`src/rtl/cpu_pkg.sv`:
```
// Shared definitions for the MIPS core: opcode values, the bubble instruction
// and the fetch-stage state encoding.
package cpu_pkg;

  localparam logic [5:0]  OP_RTYPE  = 6'b000000;
  localparam logic [5:0]  OP_LW     = 6'b100011;
  localparam logic [5:0]  OP_SW     = 6'b101011;
  localparam logic [5:0]  OP_BEQ    = 6'b000100;
  localparam logic [5:0]  OP_ADDI   = 6'b001000;
  localparam logic [31:0] NOP_INSTR = 32'h0000_0000;

  typedef enum logic [1:0] {
    S_IDLE,
    S_FETCH,
    S_DISCARD,
    S_HOLD
  } fetch_state_t;

endpackage

```
`src/rtl/fetch_stage_if_id_reg.sv`:
```
// IF/ID pipeline register: flush clears to the NOP bubble, load captures a new
// instruction, otherwise the contents are held.
module if_id_reg
  import cpu_pkg::*;
#(
  parameter int unsigned ADDR_W = 32
) (
  input  logic              clk,
  input  logic              rst,
  input  logic              load,
  input  logic              flush,
  input  logic [31:0]       instr_d,
  input  logic [ADDR_W-1:0] pc4_d,
  output logic [31:0]       instr,
  output logic [ADDR_W-1:0] pc4,
  output logic              valid
);

  always_ff @(posedge clk) begin
    if (rst || flush) begin
      instr <= NOP_INSTR;
      pc4   <= '0;
      valid <= 1'b0;
    end else if (load) begin
      instr <= instr_d;
      pc4   <= pc4_d;
      valid <= 1'b1;
    end
  end

endmodule

```
`src/rtl/fetch_stage.sv`:
```
// Instruction fetch stage with IF/ID register, stall and branch redirect.
// Optional FETCH_BUBBLE_CNT_EN adds a saturating bubble_cnt output.
module fetch_stage
  import cpu_pkg::*;
#(
  parameter int unsigned ADDR_W   = 32,
  parameter logic [31:0] RESET_PC = 32'h0000_0000
) (
  input  logic              clk,
  input  logic              rst,
  output logic              imem_req,
  output logic [ADDR_W-1:0] imem_addr,
  input  logic [31:0]       imem_rdata,
  input  logic              imem_valid,
  input  logic              stall,
  input  logic              branch_taken,
  input  logic [ADDR_W-1:0] branch_target,
  output logic [31:0]       if_id_instr,
  output logic [ADDR_W-1:0] if_id_pc4,
  output logic              if_id_valid,
`ifdef FETCH_BUBBLE_CNT_EN
  output logic [31:0]       bubble_cnt,
`endif
  output logic [5:0]        opcode
);

  localparam logic [ADDR_W-1:0] RST_PC = ADDR_W'(RESET_PC);

  fetch_state_t      state, state_d;
  logic [ADDR_W-1:0] pc, pc_d, req_addr, req_addr_d, pc_plus4, target;
  logic [31:0]       hold_instr;
  logic [ADDR_W-1:0] hold_pc4;
  logic              buf_load, ifid_load, ifid_flush;
  logic [31:0]       ifid_instr_d;
  logic [ADDR_W-1:0] ifid_pc4_d;

  assign pc_plus4  = pc + ADDR_W'(4);
  assign target    = {branch_target[ADDR_W-1:2], 2'b00};
  assign imem_addr = req_addr;
  assign opcode    = if_id_instr[31:26];

  always_ff @(posedge clk) begin
    if (rst) state <= S_IDLE;
    else     state <= state_d;
  end

  always_comb begin
    state_d = state;
    case (state)
      S_IDLE:    state_d = S_FETCH;
      S_FETCH: begin
        if (imem_valid) begin
          if (!branch_taken && stall) state_d = S_HOLD;
        end else if (branch_taken) begin
          state_d = S_DISCARD;
        end
      end
      S_DISCARD: if (imem_valid) state_d = S_FETCH;
      S_HOLD:    if (branch_taken || !stall) state_d = S_FETCH;
      default:   state_d = S_IDLE;
    endcase
  end

  always_comb begin
    imem_req     = (state == S_FETCH) || (state == S_DISCARD);
    pc_d         = pc;
    req_addr_d   = req_addr;
    buf_load     = 1'b0;
    ifid_load    = 1'b0;
    ifid_flush   = 1'b0;
    ifid_instr_d = imem_rdata;
    ifid_pc4_d   = pc_plus4;
    case (state)
      S_IDLE: req_addr_d = pc;
      S_FETCH: begin
        if (imem_valid) begin
          if (branch_taken) begin
            pc_d       = target;
            req_addr_d = target;
            ifid_flush = 1'b1;
          end else if (stall) begin
            buf_load = 1'b1;
            pc_d     = pc_plus4;
          end else begin
            ifid_load  = 1'b1;
            pc_d       = pc_plus4;
            req_addr_d = pc_plus4;
          end
        end else if (branch_taken) begin
          pc_d       = target;
          ifid_flush = 1'b1;
        end else if (!stall) begin
          ifid_flush = 1'b1;
        end
      end
      S_DISCARD: begin
        // A redirect here replaces the pending target; the stale response is still dropped.
        if (branch_taken) begin
          pc_d       = target;
          ifid_flush = 1'b1;
        end else if (!stall) begin
          ifid_flush = 1'b1;
        end
        if (imem_valid) req_addr_d = pc_d;
      end
      S_HOLD: begin
        if (branch_taken) begin
          pc_d       = target;
          req_addr_d = target;
          ifid_flush = 1'b1;
        end else if (!stall) begin
          ifid_load    = 1'b1;
          ifid_instr_d = hold_instr;
          ifid_pc4_d   = hold_pc4;
          req_addr_d   = pc;
        end
      end
      default: ;
    endcase
  end

  always_ff @(posedge clk) begin
    if (rst) begin
      pc         <= RST_PC;
      req_addr   <= RST_PC;
      hold_instr <= '0;
      hold_pc4   <= '0;
    end else begin
      pc       <= pc_d;
      req_addr <= req_addr_d;
      if (buf_load) begin
        hold_instr <= imem_rdata;
        hold_pc4   <= pc_plus4;
      end
    end
  end

  if_id_reg #(.ADDR_W(ADDR_W)) u_if_id (
    .clk     (clk),
    .rst     (rst),
    .load    (ifid_load),
    .flush   (ifid_flush),
    .instr_d (ifid_instr_d),
    .pc4_d   (ifid_pc4_d),
    .instr   (if_id_instr),
    .pc4     (if_id_pc4),
    .valid   (if_id_valid)
  );

`ifdef FETCH_BUBBLE_CNT_EN
  logic valid_nxt;
  assign valid_nxt = ifid_flush ? 1'b0 : (ifid_load ? 1'b1 : if_id_valid);

  always_ff @(posedge clk) begin
    if (rst)                              bubble_cnt <= '0;
    else if (!valid_nxt && bubble_cnt != '1) bubble_cnt <= bubble_cnt + 32'd1;
  end
`endif

endmodule

```
`config.mk`:
```
export PLATFORM = sky130hd
export DESIGN_NAME = fetch_stage
export DESIGN_NICKNAME = d
export VERILOG_FILES = /design/src/rtl/cpu_pkg.sv /design/src/rtl/fetch_stage_if_id_reg.sv /design/src/rtl/fetch_stage.sv
export SDC_FILE = /design/constraint.sdc
export NUM_CORES = 1
export LEC_CHECK = 0
export BUFFER_PORTS_ARGS = -buffer_cell sky130_fd_sc_hd__buf_2
export CAP_MARGIN = 20
export CORE_MARGIN = 2
export CORE_UTILIZATION = 25
export CTS_BUF_LIST = sky130_fd_sc_hd__clkbuf_16
export DETAILED_ROUTE_END_ITERATION = 10
export GPL_TIMING_DRIVEN = 1
export SYNTH_ARGS = -nofsm -noshare
export SYNTH_HDL_FRONTEND = slang
export SYNTH_SLANG_ARGS = --single-unit
```
`constraint.sdc`:
```
create_clock -name clk -period 4.65 [get_ports clk]
set_clock_uncertainty 0.15 [all_clocks]
set_input_delay 1.395 -clock clk [delete_from_list [all_inputs] [get_ports clk]]
set_output_delay 1.395 -clock clk [all_outputs]
set_load 0.005 [all_outputs]
```
# Word level (Yosys, flattened, before mapping)
# Index checks and enable logic that the tools add are counted.
# W data, S select, Z words.
[op_classes] reduce_logical=11 eq_ne=10 add_sub_neg=1 mux=35
[ops] operator="$mux W32" count=15
[ops] operator="$pmux W32 S4" count=1
[ops] operator="$pmux W32 S2" count=1
[ops] operator="$add A32 B3 Y32 const B" count=1
[ops] operator="$ne A3 B3 Y1 const B" count=4
[ops] operator="$mux W1" count=10
[ops] operator="$mux W2" count=5
[ops] operator="$pmux W2 S4" count=1
[ops] operator="$reduce_and A4 Y1" count=2
[ops] operator="$ne A2 B2 Y1 const B" count=3
[ops] operator="$eq A2 B2 Y1 const B" count=2
[ops] operator="$logic_or A1 B1 Y1" count=3
[ops] operator="$pmux W1 S3" count=1
[ops] operator="$eq A2 B1 Y1 const B" count=1
[ops] operator="$logic_not A1 Y1" count=2
[ops] operator="$logic_not A2 Y1" count=1
[ops] operator="$pmux W1 S2" count=1
[ops] operator="$reduce_bool A2 Y1" count=1
[ops] operator="$reduce_or A2 Y1" count=1
[ops] operator="$logic_and A1 B1 Y1" count=1
[word_totals] wordCells=65 inputBits=69 reg_bits=195 output_inout_bits=104

# Logic depth before layout (Yosys ltp)
# Gate-level depths: netlist of the first run.
[logic_depth] ltp_word=5 ltp_mapped=10 depth_no_buf=7

# By module
# A second synthesis of the first run with hierarchy kept.
[hier_totals] hier_cells=1239 area_unflattened_um2=10232.3
[by_module_without_submodules] module="fetch_stage" cells_per_inst=1029 n_inst=1 area_per_inst_um2=7892.6 seq_area_each_um2=2602.5
[by_module_without_submodules] module="if_id_reg" cells_per_inst=210 n_inst=1 area_per_inst_um2=2339.7 seq_area_each_um2=1301.2

# Least setup slack after synthesis of the first run
# OpenSTA, ideal clock, no wires.
[synth_path] path_type="in2reg" startpoint="in imem_valid" endpoint="reg req_addr[16], in the netlist imem_addr[16]" required_time_ns=4.364 n_path_buf=3 path_slack_ns=1.524 stages=8 setup_ns=0.136 arrival_ns=2.841 path_cell_list="clkbuf_1 inv_1 a22oi_1 nand2_1 clkbuf_1 clkbuf_1 a21oi_1 o32ai_1"
[synth_via] elab_chain_len=2 word_cells_on_any_way=3 classes_between="eq/ne (2); reduce/logical (1)"
[synth_lines] element="start: declaration" line="fetch_stage.sv:14" source="input logic imem_valid,"
[synth_lines] element="$ne A2 B2 Y1 (no source line)"
[synth_lines] element="$reduce_and A4 Y1 (no source line) *"
[synth_lines] element="end signal: assignment" line="fetch_stage.sv:130" source="req_addr <= req_addr_d;"
[synth_lines] element="end: declaration" line="fetch_stage.sv:30" source="logic [ADDR_W-1:0] pc, pc_d, req_addr, req_addr_d, pc_plus4, target;"
# Mark *: on every way between the ends. The rest lies on a longest branch, timed or not.
# A chain may end at the register's enable or synchronous reset.

# Worst setup path after layout of the first run
[layout_path] startpoint="reg pc[2]" endpoint="reg req_addr[30], in the netlist imem_addr[30]"
[layout_via] elab_chain_len=5
[layout_lines] element="start: declaration" line="fetch_stage.sv:30"
[layout_lines] element="start signal: assignment" line="fetch_stage.sv:129" source="pc <= pc_d;"
[layout_lines] element="$add A32 B3 Y32" line="fetch_stage.sv:37" source="assign pc_plus4 = pc + ADDR_W'(4);"
[layout_lines] element="$mux W32" line="fetch_stage.sv:81" source="end else if (stall) begin"
[layout_lines] element="$mux W32" line="fetch_stage.sv:77" source="if (branch_taken) begin"
[layout_lines] element="$mux W32" line="fetch_stage.sv:76" source="if (imem_valid) begin"
[layout_lines] element="$pmux W32 S4" line="fetch_stage.sv:73" source="case (state)"
# No other way between the ends. The select of a mux whose other input is x is not followed.

==> results of run 1 <==
-- cells by family (layout without fill, tap and decap cells) --
kind of cell             count (synthesis)  after routing  synth area share (%)
AO/OA/AOI/OAI                          401            401                 28.99
AND/OR/NAND/NOR                        410            410                 20.47
multiplexers                             6              6                0.6417
flip-flops                             195            195                 40.86
adder cells (fa/ha/maj)                  5              5                0.6548
XOR/XNOR                                23             23                 2.108
buffers and inverters                  146            254                 6.273
-- report_power, final --
| group | switching (uW) | internal, uW |
|---|---|---|
| Combinational | 540 | 292 |
| Sequential | 127 | 1770 |
| Clock | 754 | 713 |
| Total | 1420 | 2770 |
-- layer usage --
layer,vias up,wire (um)
met4,8,1159
li1,4591,-
met2,448,17120
met3,77,3196
met5,-,43
met1,4842,16250
-- worst paths after layout --
kind | startpoint | endpoint | slack [ns] | cells after the start
setup / recovery | pc[2] | imem_addr[30] | 1.33 | 6
hold / removal | u_if_id.valid | u_if_id.valid | 0.30 | 2
setup reg to reg | pc[2] | imem_addr[30] | 1.33 | 6
hold reg to reg | u_if_id.valid | u_if_id.valid | 0.30 | 2
-- cells in the mapped netlist (all sizes together), types with 19 or more instances --
master  count
a211oi     28
nor2      139
a221oi     22
o22ai      19
dfxtp     195
a21oi      98
buf        28
clkbuf     99
o21ai      81
nand2     131
a222oi     47
nor3       33
nand3      20
-- layout by cell type, fill, tap and decap left out, types with 5 or more instances in the layout --
| cell type | count |
|---|---|
| buf_4 | 30 |
| a211oi_1 | 28 |
| mux2i_1 | 5 |
| nand4_1 | 15 |
| inv_8 | 5 |
| nand2_1 | 131 |
| o211ai_1 | 7 |
| dfxtp_1 | 195 |
| nor2_1 | 139 |
| o22ai_1 | 19 |
| clkbuf_16 | 17 |
| ha_1 | 5 |
| a222oi_1 | 47 |
| xor2_1 | 7 |
| o21ai_0 | 80 |
| nor3_1 | 33 |
| a31oi_1 | 14 |
| a21oi_1 | 98 |
| a311oi_1 | 7 |
| inv_1 | 18 |
| nand2b_1 | 7 |
| nand3_1 | 19 |
| o31a_1 | 6 |
| buf_2 | 169 |
| a221oi_1 | 22 |
| nor4_1 | 13 |
| o221ai_1 | 5 |
| a21o_1 | 5 |
| and3_1 | 13 |
| xnor2_1 | 16 |
| a22oi_1 | 17 |
-- flip-flops by register name, indices dropped and copies added, names as in the netlist --
register       cells
hold_instr        32
hold_pc4          32
imem_addr         32
pc                32
u_if_id.instr     32
u_if_id.pc4       32
state              2
u_if_id.valid      1
-- tightest hold or removal path: stages (launching register included) --
cell     delay, ns
dfxtp_1       0.32
inv_1         0.05
a21oi_1       0.05
-- area by class of cell --
class / count / area [um2] / area share (%)
Clock inverter: 15 / 142.6 / 1.251
Inverter: 19 / 71.32 / 0.6255
Clock buffer: 17 / 425.4 / 3.731
Tap cell: 511 / 639.4 / 5.607
Sequential cell: 195 / 3904 / 34.24
Timing Repair Buffer: 203 / 1151 / 10.10
Multi-Input combinational cell: 845 / 5069 / 44.45
-- metrics by stage --
step	cells	util [%]	total power (uW)	hold WS [ns]	setup slack, ns
after CTS	1805	30.27	4218	0.3019	1.387
final	1805	30.27	4193	0.3015	1.329
after global routing	1805	30.27	4364	0.3208	1.040
after global placement	1773	28.76	2738	0.2853	1.003
after floorplan	1186	-	2400	0.2860	1.524
after detailed placement	1773	28.76	2754	0.2873	0.9686
==> reports/results.tsv, run 1 <==
stage	metric	value	unit
sta	FMAX	301.1	MHz
sta	Rel. slew slack	37.23	%
pwr	P_leak	0.004288	uW
detailed_routing	Pre-Repair DR Iteration Count	6	
worst_setup_path	startpoint types	flip-flop	
detailed_routing	via total after detailed routing	9966	
clock_tree	CTS buffer count	17	
worst_setup_path	CP arrival	3.53	ns
synth	Mean Syn Cell Area	8.056	um2
grt	GR Util met2	27.76	%
grt	first-pass GRT wire length	55930	um
clock_tree	hold buffers post-CTS	0	
detailed_routing	drt initial violations	1285	
sta	Setup violations, final	0	
worst_setup_path	endpoint class of the critical path	flip-flop	
synth	number of synthesized flops with an enable pin	0	
hold_path	worst min path class	flip-flop to flip-flop	
synth	Ys Warns	0	
die	starting density of the core	25.37	%
worst_setup_path	Req. time, crit path	4.86	ns
grt	GR Util met1	24.93	%
synth	largest area contributor in the netlist	dfxtp_1	
synth	post-synthesis net count	1260	
sta	Slew @ Worst Pin	0.9416	ns
placement	DP Area	0.01083	mm2
grt	grt peak-use layer	met2	
worst_setup_path	Critical-path top delay cell	nor4_1	
clock_tree	number of H-tree levels	4	
synth	sequential share of the synthesized area	40.86	%
cells_and_area	filler instances	4063	
pwr	VDD IR-drop max	0.2139	mV
detailed_routing	DRC viols	0	
detailed_routing	DRT Wirelength	37770	um
placement	DP HPWL	24700	um
grt	Total Routing Usage GR	18.42	%
placement	Placer Congestion	0.9211	
die	Die W	199.5	um
cells_and_area	ANT cells	0	
clock_tree	# resized after CTS	0	
synth	top-area cell type share of the netlist area	40.86	%
die	Core Region	0.03767	mm2
sta	final hold vios	0	
worst_setup_path	cell family with most CP delay	simple AND/OR/NAND/NOR gates	
clock_tree	Root Buffer	clkbuf_16	
worst_setup_path	Crit Path Class	flip-flop to flip-flop	
pwr	PwrDens	367.7	mW/mm2
sta	Final Max Slew Viols	0	
synth	Synth Instances	1186	
grt	GRT overflow	0	
clock_tree	Max Root-Sink Buffers	2	
worst_setup_path	worst path bufs/invs	0	
sta	Final Critical Period	3.321	ns
cells_and_area	layout cells sized above 1	20.25	%
detailed_routing	drt wl/cell	20.92	um
synth	Cell variety after synth	70	
die	I/O pins	173	
status	outcome	complete, no violations	
clock_tree	clock-pin slew on the worst setup and hold paths	0.08	ns
worst_setup_path	max incr delay on CP	0.70	ns
grt	vias in the first global route	9102	
cells_and_area	NumNets Final	1355	
synth	post-synthesis instance area	0.009554	mm2
grt	largest net degree at the start of global routing	66	
die	Die H	199.5	um
clock_tree	CTS tree	done	
die	Rows	71	
grt	initial antenna violation count	4	
detailed_routing	vias per cell	5.521	
synth	Post-synth ARST share	0	%
clock_tree	setup repair bufs after CTS	0	
sta	RSZ-0062 raised after global routing	false	
clock_tree	Clock Sinks	195	
flow_run	max cap viols	0	
worst_setup_path	Worst Path Max Fanout	13	
synth	Primary FF master, synth	dfxtp_1	
sta	TNS Setup	0	ns
detailed_routing	Routed Antenna Nets	0	
synth	Synth area leaders	dfxtp_1 41%, nor2_1 5.5%, nand2_1 5.1%	
cells_and_area	area added between synthesis and finish	19.34	%
cells_and_area	Final Cell Area	0.01140	mm2
synth	Synth Register Bits	195	
die	Die ar.	0.03980	mm2
placement	number of port buffers	170	
sta	period utilization	71.42	%
grt	grt met3 use	4.574	%
worst_setup_path	cells along the critical path	ha_1, and3_1, nand4_1, nor4_1, o21ai_0, a211oi_1	
clock_tree	Clk Latency, worst-skew pair	0.45	ns
(Power assumes the default switching activity.)
==> inputs of run 2 (changes only) <==
==> constraint.sdc (replaced) <==
create_clock -name clk -period 3 [get_ports clk]
set_clock_uncertainty 0.15 [all_clocks]
set_input_delay 0.9 -clock clk [delete_from_list [all_inputs] [get_ports clk]]
set_output_delay 0.9 -clock clk [all_outputs]
set_load 0.005 [all_outputs]
==> run 2 against run 1 <==
  * Count of clock-buffer cells in the layout unchanged
  * Combinational power up 67%
  * Critical path type unchanged
  * Total power up 59%
  * Via count up 0.99%
  * Sequential share of layout area down 1.0 points
  * Sequential power up 54%
  * Highest routed layer unchanged
  * Global-route usage down 0.13 points
  * Worst setup slack worse by 1.1 ns
  * Critical endpoint is now imem_addr[24]
  * Final area up 3.1%
  * Largest power group unchanged
==> reports/results.tsv, run 2 (synthesis gave the netlist of run 1 again) <==
stage	metric	value	unit	change
pwr	share of power burned in combinational logic	20.8	%	+1.0 points
die	Die W	199.5	um	unchanged
cells_and_area	layout cells sized above 1	22.35	%	+2.1 points
cells_and_area	sequential cell area	0.003904	mm2	unchanged
pwr	VDD IR-drop max	0.4334	mV	+100%
clock_tree	hold buffers post-CTS	0		unchanged
die	starting density of the core	25.37	%	unchanged
clock_tree	CTS tree	done		
worst_setup_path	Crit Path Class	flip-flop to flip-flop		
clock_tree	CTS buffer count	17		unchanged
sta	RSZ-0062 raised after global routing	false		
grt	vias in the first global route	9206		+1.1%
hold_path	hold path start	u_if_id.valid		
die	Die ar.	0.03980	mm2	unchanged
cells_and_area	leading cell type in the layout, fill and taps excluded	dfxtp_1		
pwr	P_leak	0.004492	uW	+4.8%
worst_setup_path	Critical Path Start	state[0]		
clock_tree	number of H-tree levels	4		unchanged
status	outcome	complete, no violations		
sta	FMAX	362.4	MHz	+20%
pwr	PwrDens	568.6	mW/mm2	+55%
worst_setup_path	FF-to-FF Start	state[0]		
cells_and_area	Finished Layout Cells	1841		+2.0%
clock_tree	# resized after CTS	0		unchanged
cells_and_area	highest-count cells in the layout ignoring fill and taps	195 x dfxtp_1, 169 x buf_2, 139 x nor2_1		
grt	GRT overflow	0		unchanged
hold_path	worst min path class	flip-flop to flip-flop		
die	Core Region	0.03767	mm2	unchanged
pwr	Switching Fraction	33.30	%	-0.58 points
grt	largest net degree at the start of global routing	66		unchanged
worst_setup_path	Req. time, crit path	3.20	ns	-1.66 ns
worst_setup_path	startpoint types	flip-flop		
grt	Total Routing Usage GR	18.28	%	-0.13 points
grt	first-pass GRT wire length	55830	um	-0.17%
pwr	register share of total power	43.6	%	-1.6 points
pwr	Net Sw Power	2226	uW	+57%
detailed_routing	Routed Antenna Nets	0		unchanged
sta	Slew @ Worst Pin	1.125	ns	+0.1838 ns
die	Die H	199.5	um	unchanged
sta	Final Max Slew Viols	0		unchanged
cells_and_area	Multi-input gate area	0.005065	mm2	about the same
sta	Final Critical Period	2.760	ns	-0.5616 ns
cells_and_area	NumNets Final	1390		+2.6%
clock_tree	Root Buffer	clkbuf_16		
detailed_routing	via total after detailed routing	10070		+0.99%
clock_tree	clock-pin slew on the worst setup and hold paths	0.08	ns	about the same
die	Rows	71		unchanged
grt	initial antenna violation count	6		+2
detailed_routing	DRT Wirelength	37550	um	-0.56%
detailed_routing	drt wl/cell	20.40	um	-2.5%
clock_tree	setup repair bufs after CTS	0		unchanged
die	I/O pins	173		unchanged
worst_setup_path	endpoint class of the critical path	flip-flop		
placement	Placed Cells	1808		+2.0%
sta	final hold vios	0		unchanged
placement	Placer Congestion	0.9058		-1.7%
detailed_routing	vias per cell	5.467		-0.98%
detailed_routing	drt initial violations	1150		-11%
pwr	Int Pwr	4460	uW	+61%
placement	DP HPWL	25860	um	+4.7%
sta	TNS Setup	0	ns	unchanged
cells_and_area	area added between synthesis and finish	23.08	%	
worst_setup_path	CP arrival	2.96	ns	-0.57 ns
clock_tree	Clock Sinks	195		unchanged
placement	number of port buffers	170		unchanged
cells_and_area	filler instances	4048		-0.37%
detailed_routing	Pre-Repair DR Iteration Count	7		+1
sta	period utilization	91.99	%	+21 points
clock_tree	Clk Latency, worst-skew pair	0.45	ns	about the same
worst_setup_path	Worst Path Max Fanout	12		-1
sta	Setup violations, final	0		unchanged
pwr	Clock power frac	35.6	%	+0.6 points
clock_tree	Max Root-Sink Buffers	2		unchanged
sta	Rel. slew slack	24.70	%	-13 points
flow_run	max cap viols	0		unchanged
detailed_routing	DRC viols	0		unchanged
==> run 2: final timing paths <==
kind | end | slack, ns | cells past startpoint
setup / recovery | imem_addr[24] | 0.24 | 6
hold reg to reg | u_if_id.valid | 0.30 | 2
setup reg to reg | imem_addr[24] | 0.24 | 6
hold / removal | u_if_id.valid | 0.30 | 2
==> run 2: through the flow <==
stage	cell area (um2)	power (uW)	setup WS, ns	hold WS [ns]	util [%]
after floorplan	9554	3721	0.3687	0.2860	-
after global placement	11140	4318	0.1837	0.2861	29.58
after detailed placement	11140	4333	0.1529	0.2879	29.58
after CTS	11760	6723	0.2919	0.3039	31.21
after global routing	11760	6979	0.07681	0.3234	31.22
final	11760	6686	0.2404	0.2959	31.22
==> run 2: critical path, stage by stage, from the launching register on <==
cell       delay [ns]
dfxtp_1          0.33
inv_1            0.10
ha_1             0.48
nor2_1           0.13
nor2_1           0.87
a221oi_1         0.26
a2111oi_2        0.34
==> run 2: per-layer routing <==
layer	vias to the layer above	GRT usage [%]	share of wire (%)
li1	4670	-	-
met3	57	4.844	8.6
met2	459	28.45	46
met1	4869	24.26	43
met5	-	0	0.18
met4	10	6.557	2.4
==> run 2: layout make-up <==
class | instances | area share (%)
tap | 511 | 5.437
antenna | 1 | 0.02128
sequential | 195 | 33.20
multi-input combinational | 845 | 43.07
inverter | 19 | 0.6065
clock inverter | 15 | 1.596
clock buffer | 17 | 3.618
timing repair buffer | 238 | 12.45
==> run 2: power groups by stage <==
stage                     clock, uW  sequential [uW]  combinational, uW
after floorplan                   0             2890                834
after global placement            0             2960               1350
after global routing           2550             2940               1490
final                          2380             2910               1390
after CTS                      2440             2910               1370
after detailed placement          0             2970               1360
==> inputs of run 3 (changes only) <==
--- a/config.mk
+++ b/config.mk
@@ -7,11 +7,12 @@
 export LEC_CHECK = 0
 export BUFFER_PORTS_ARGS = -buffer_cell sky130_fd_sc_hd__buf_2
 export CAP_MARGIN = 20
-export CORE_MARGIN = 2
-export CORE_UTILIZATION = 25
+export CORE_MARGIN = 8
+export CORE_UTILIZATION = 36
 export CTS_BUF_LIST = sky130_fd_sc_hd__clkbuf_16
 export DETAILED_ROUTE_END_ITERATION = 10
 export GPL_TIMING_DRIVEN = 1
+export SLEW_MARGIN = 25
 export SYNTH_ARGS = -nofsm -noshare
 export SYNTH_HDL_FRONTEND = slang
 export SYNTH_SLANG_ARGS = --single-unit
==> run 3 against run 2 <==
  * First-iteration DRC count up 3.0%
  * Die area shrank 20%
  * Worst setup slack gained 0.14 ns
  * Final area decreased by 1.9%
  * Critical endpoint is now imem_addr[22]
  * Register-to-register slack improved by 0.14 ns
  * Core utilization grew 13 points
  * Critical path depth up 4
  * Global-route usage increased by 3.4 points
  * Sequential power barely moved
  * Total power decreased by 0.97%
==> reports/results.tsv, run 3 (synthesis gave the netlist of run 1 again) <==
stage	metric	value	unit	change
sta	Slew @ Worst Pin	0.8990	ns	-0.2264 ns
detailed_routing	Routed Antenna Nets	0		unchanged
sta	hold slack	0.2984	ns	+0.002512 ns
cells_and_area	layout cells sized above 1	22.41	%	+0.058 points
clock_tree	CTS tree	done		
detailed_routing	DRT Wirelength	35580	um	-5.2%
worst_setup_path	Worst Path Max Fanout	10		-2
worst_setup_path	Crit Path Class	flip-flop to flip-flop		
sta	Final Critical Period	2.617	ns	-0.1425 ns
detailed_routing	drt initial violations	1185		+3.0%
pwr	PwrDens	574.3	mW/mm2	+1.0%
placement	DP HPWL	24140	um	-6.6%
sta	Rel. slew slack	39.85	%	+15 points
worst_setup_path	endpoint class of the critical path	flip-flop		
clock_tree	setup repair bufs after CTS	0		unchanged
detailed_routing	via total after detailed routing	10000		-0.63%
cells_and_area	area added between synthesis and finish	20.68	%	
placement	number of port buffers	170		unchanged
cells_and_area	ANT cells	0		-1
sta	TNS Setup	0	ns	unchanged
status	outcome	complete, no violations		
clock_tree	# resized after CTS	0		unchanged
die	Rows	59		-17%
worst_setup_path	cells along the critical path	inv_1, ha_1, buf_4, buf_4, inv_1, a21oi_1, buf_4, nor3_1, o2111ai_1, o22ai_1		
detailed_routing	vias per cell	6.007		+9.9%
sta	FMAX	382.1	MHz	+5.4%
clock_tree	Clk Latency, worst-skew pair	0.44	ns	about the same
grt	vias in the first global route	9501		+3.2%
grt	GRT overflow	0		unchanged
sta	RSZ-0062 raised after global routing	false		
sta	period utilization	87.24	%	-4.8 points
clock_tree	CTS buffer count	17		unchanged
clock_tree	number of H-tree levels	4		unchanged
grt	initial antenna violation count	0		-6
grt	first-pass GRT wire length	54640	um	-2.1%
worst_setup_path	max incr delay on CP	0.47	ns	-0.40 ns
die	Core Region	0.02606	mm2	-31%
clock_tree	hold buffers post-CTS	0		unchanged
clock_tree	Max Root-Sink Buffers	2		unchanged
grt	Total Routing Usage GR	21.65	%	+3.4 points
sta	final hold vios	0		unchanged
clock_tree	Clock Sinks	195		unchanged
cells_and_area	highest-count cells in the layout ignoring fill and taps	195 x dfxtp_1, 170 x buf_2, 139 x nor2_1		
detailed_routing	Pre-Repair DR Iteration Count	8		+1
die	starting density of the core	36.66	%	+11 points
clock_tree	clock-pin slew on the worst setup and hold paths	0.08	ns	about the same
die	Die ar.	0.03201	mm2	-20%
die	Die H	178.9	um	-10%
detailed_routing	drt wl/cell	21.37	um	+4.8%
pwr	P_leak	0.004489	uW	about the same
detailed_routing	DRC viols	0		unchanged
worst_setup_path	startpoint types	flip-flop		
worst_setup_path	CP most frequent cell	buf_4		
worst_setup_path	Req. time, crit path	3.22	ns	+0.02 ns
cells_and_area	filler instances	2598		-36%
sta	Final Max Slew Viols	0		unchanged
worst_setup_path	Critical-path top delay cell	nor3_1		
hold_path	worst min path class	flip-flop to flip-flop		
die	I/O pins	173		unchanged
clock_tree	Root Buffer	clkbuf_16		
sta	Setup violations, final	0		unchanged
grt	largest net degree at the start of global routing	91		+38%
die	Die W	178.9	um	-10%
placement	Placer Congestion	0.9118		+0.66%
cells_and_area	leading cell type in the layout, fill and taps excluded	dfxtp_1		
pwr	VDD IR-drop max	0.3317	mV	-23%
cells_and_area	NumNets Final	1391		+0.072%
worst_setup_path	CP arrival	2.84	ns	-0.12 ns
flow_run	max cap viols	0		unchanged
==> run 3: cell count changes in the layout (fill, tap and decap cells not counted) <==
cell	delta
inv_12	+1
buf_2	+1
buf_4	+1
clkinv_1	+1
diode_2	-1
buf_12	-1
bufinv_16	-1
inv_8	-3
clkinv_8	+3
inv_1	-1
==> run 3: final timing paths <==
kind | end | slack [ns] | cells past startpoint | from
min | imem_addr[6] | 0.30 | 2 | imem_addr[6]
min reg2reg | imem_addr[6] | 0.30 | 2 | imem_addr[6]
max | imem_addr[22] | 0.38 | 10 | state[1]
max reg2reg | imem_addr[22] | 0.38 | 10 | state[1]
==> run 3: metal layers <==
layer  track usage [%]  share of wire, %  vias up  wire length [um]
li1                  -                 -     4674                 -
met1             28.74                44     4811             15520
met2             34.06                46      447             16270
met3             3.496               7.2       70              2567
met4             9.714               3.4        0              1220
met5                 0                 0        -                 0
==> run 3: layout make-up <==
type	count	area (um2)	share of cell area [%]
Clock buffer	17	425.4	3.690
Timing Repair Buffer	239	1456	12.63
Tap cell	335	419.2	3.635
Inverter	19	71.32	0.6186
Sequential cell	195	3904	33.86
Clock inverter	15	188.9	1.639
Multi-Input combinational cell	845	5065	43.93
==> run 3: report_power, final <==
part | total [uW] | leakage (uW) | internal, uW | switching [uW]
Sequential | 2910 | 0.00158 | 2740 | 175
Clock | 2350 | 0.000295 | 1140 | 1210
Combinational | 1360 | 0.00261 | 506 | 849
==> run 3: critical path, delay by kind of cell (launching register included) <==
family / cells / cell delay, ns
AOI/OAI and AO/OA: 3 / 0.45
adders and majority gates: 1 / 0.35
buffers and inverters: 5 / 0.74
DFF: 1 / 0.36
and+or+nand+nor: 1 / 0.47
==> run 3: stage by stage <==
stage | setup WS [ns] | instance area [um2] | power [uW] | util, % | cells
floorplan | 0.3687 | 9554 | 3721 | - | 1186
global placement | 0.1618 | 10920 | 4293 | 41.89 | 1633
detailed placement | 0.1855 | 10920 | 4304 | 41.89 | 1633
CTS | 0.4277 | 11530 | 6647 | 44.25 | 1665
global route | 0.1832 | 11530 | 6900 | 44.25 | 1665
finish | 0.3829 | 11530 | 6622 | 44.25 | 1665
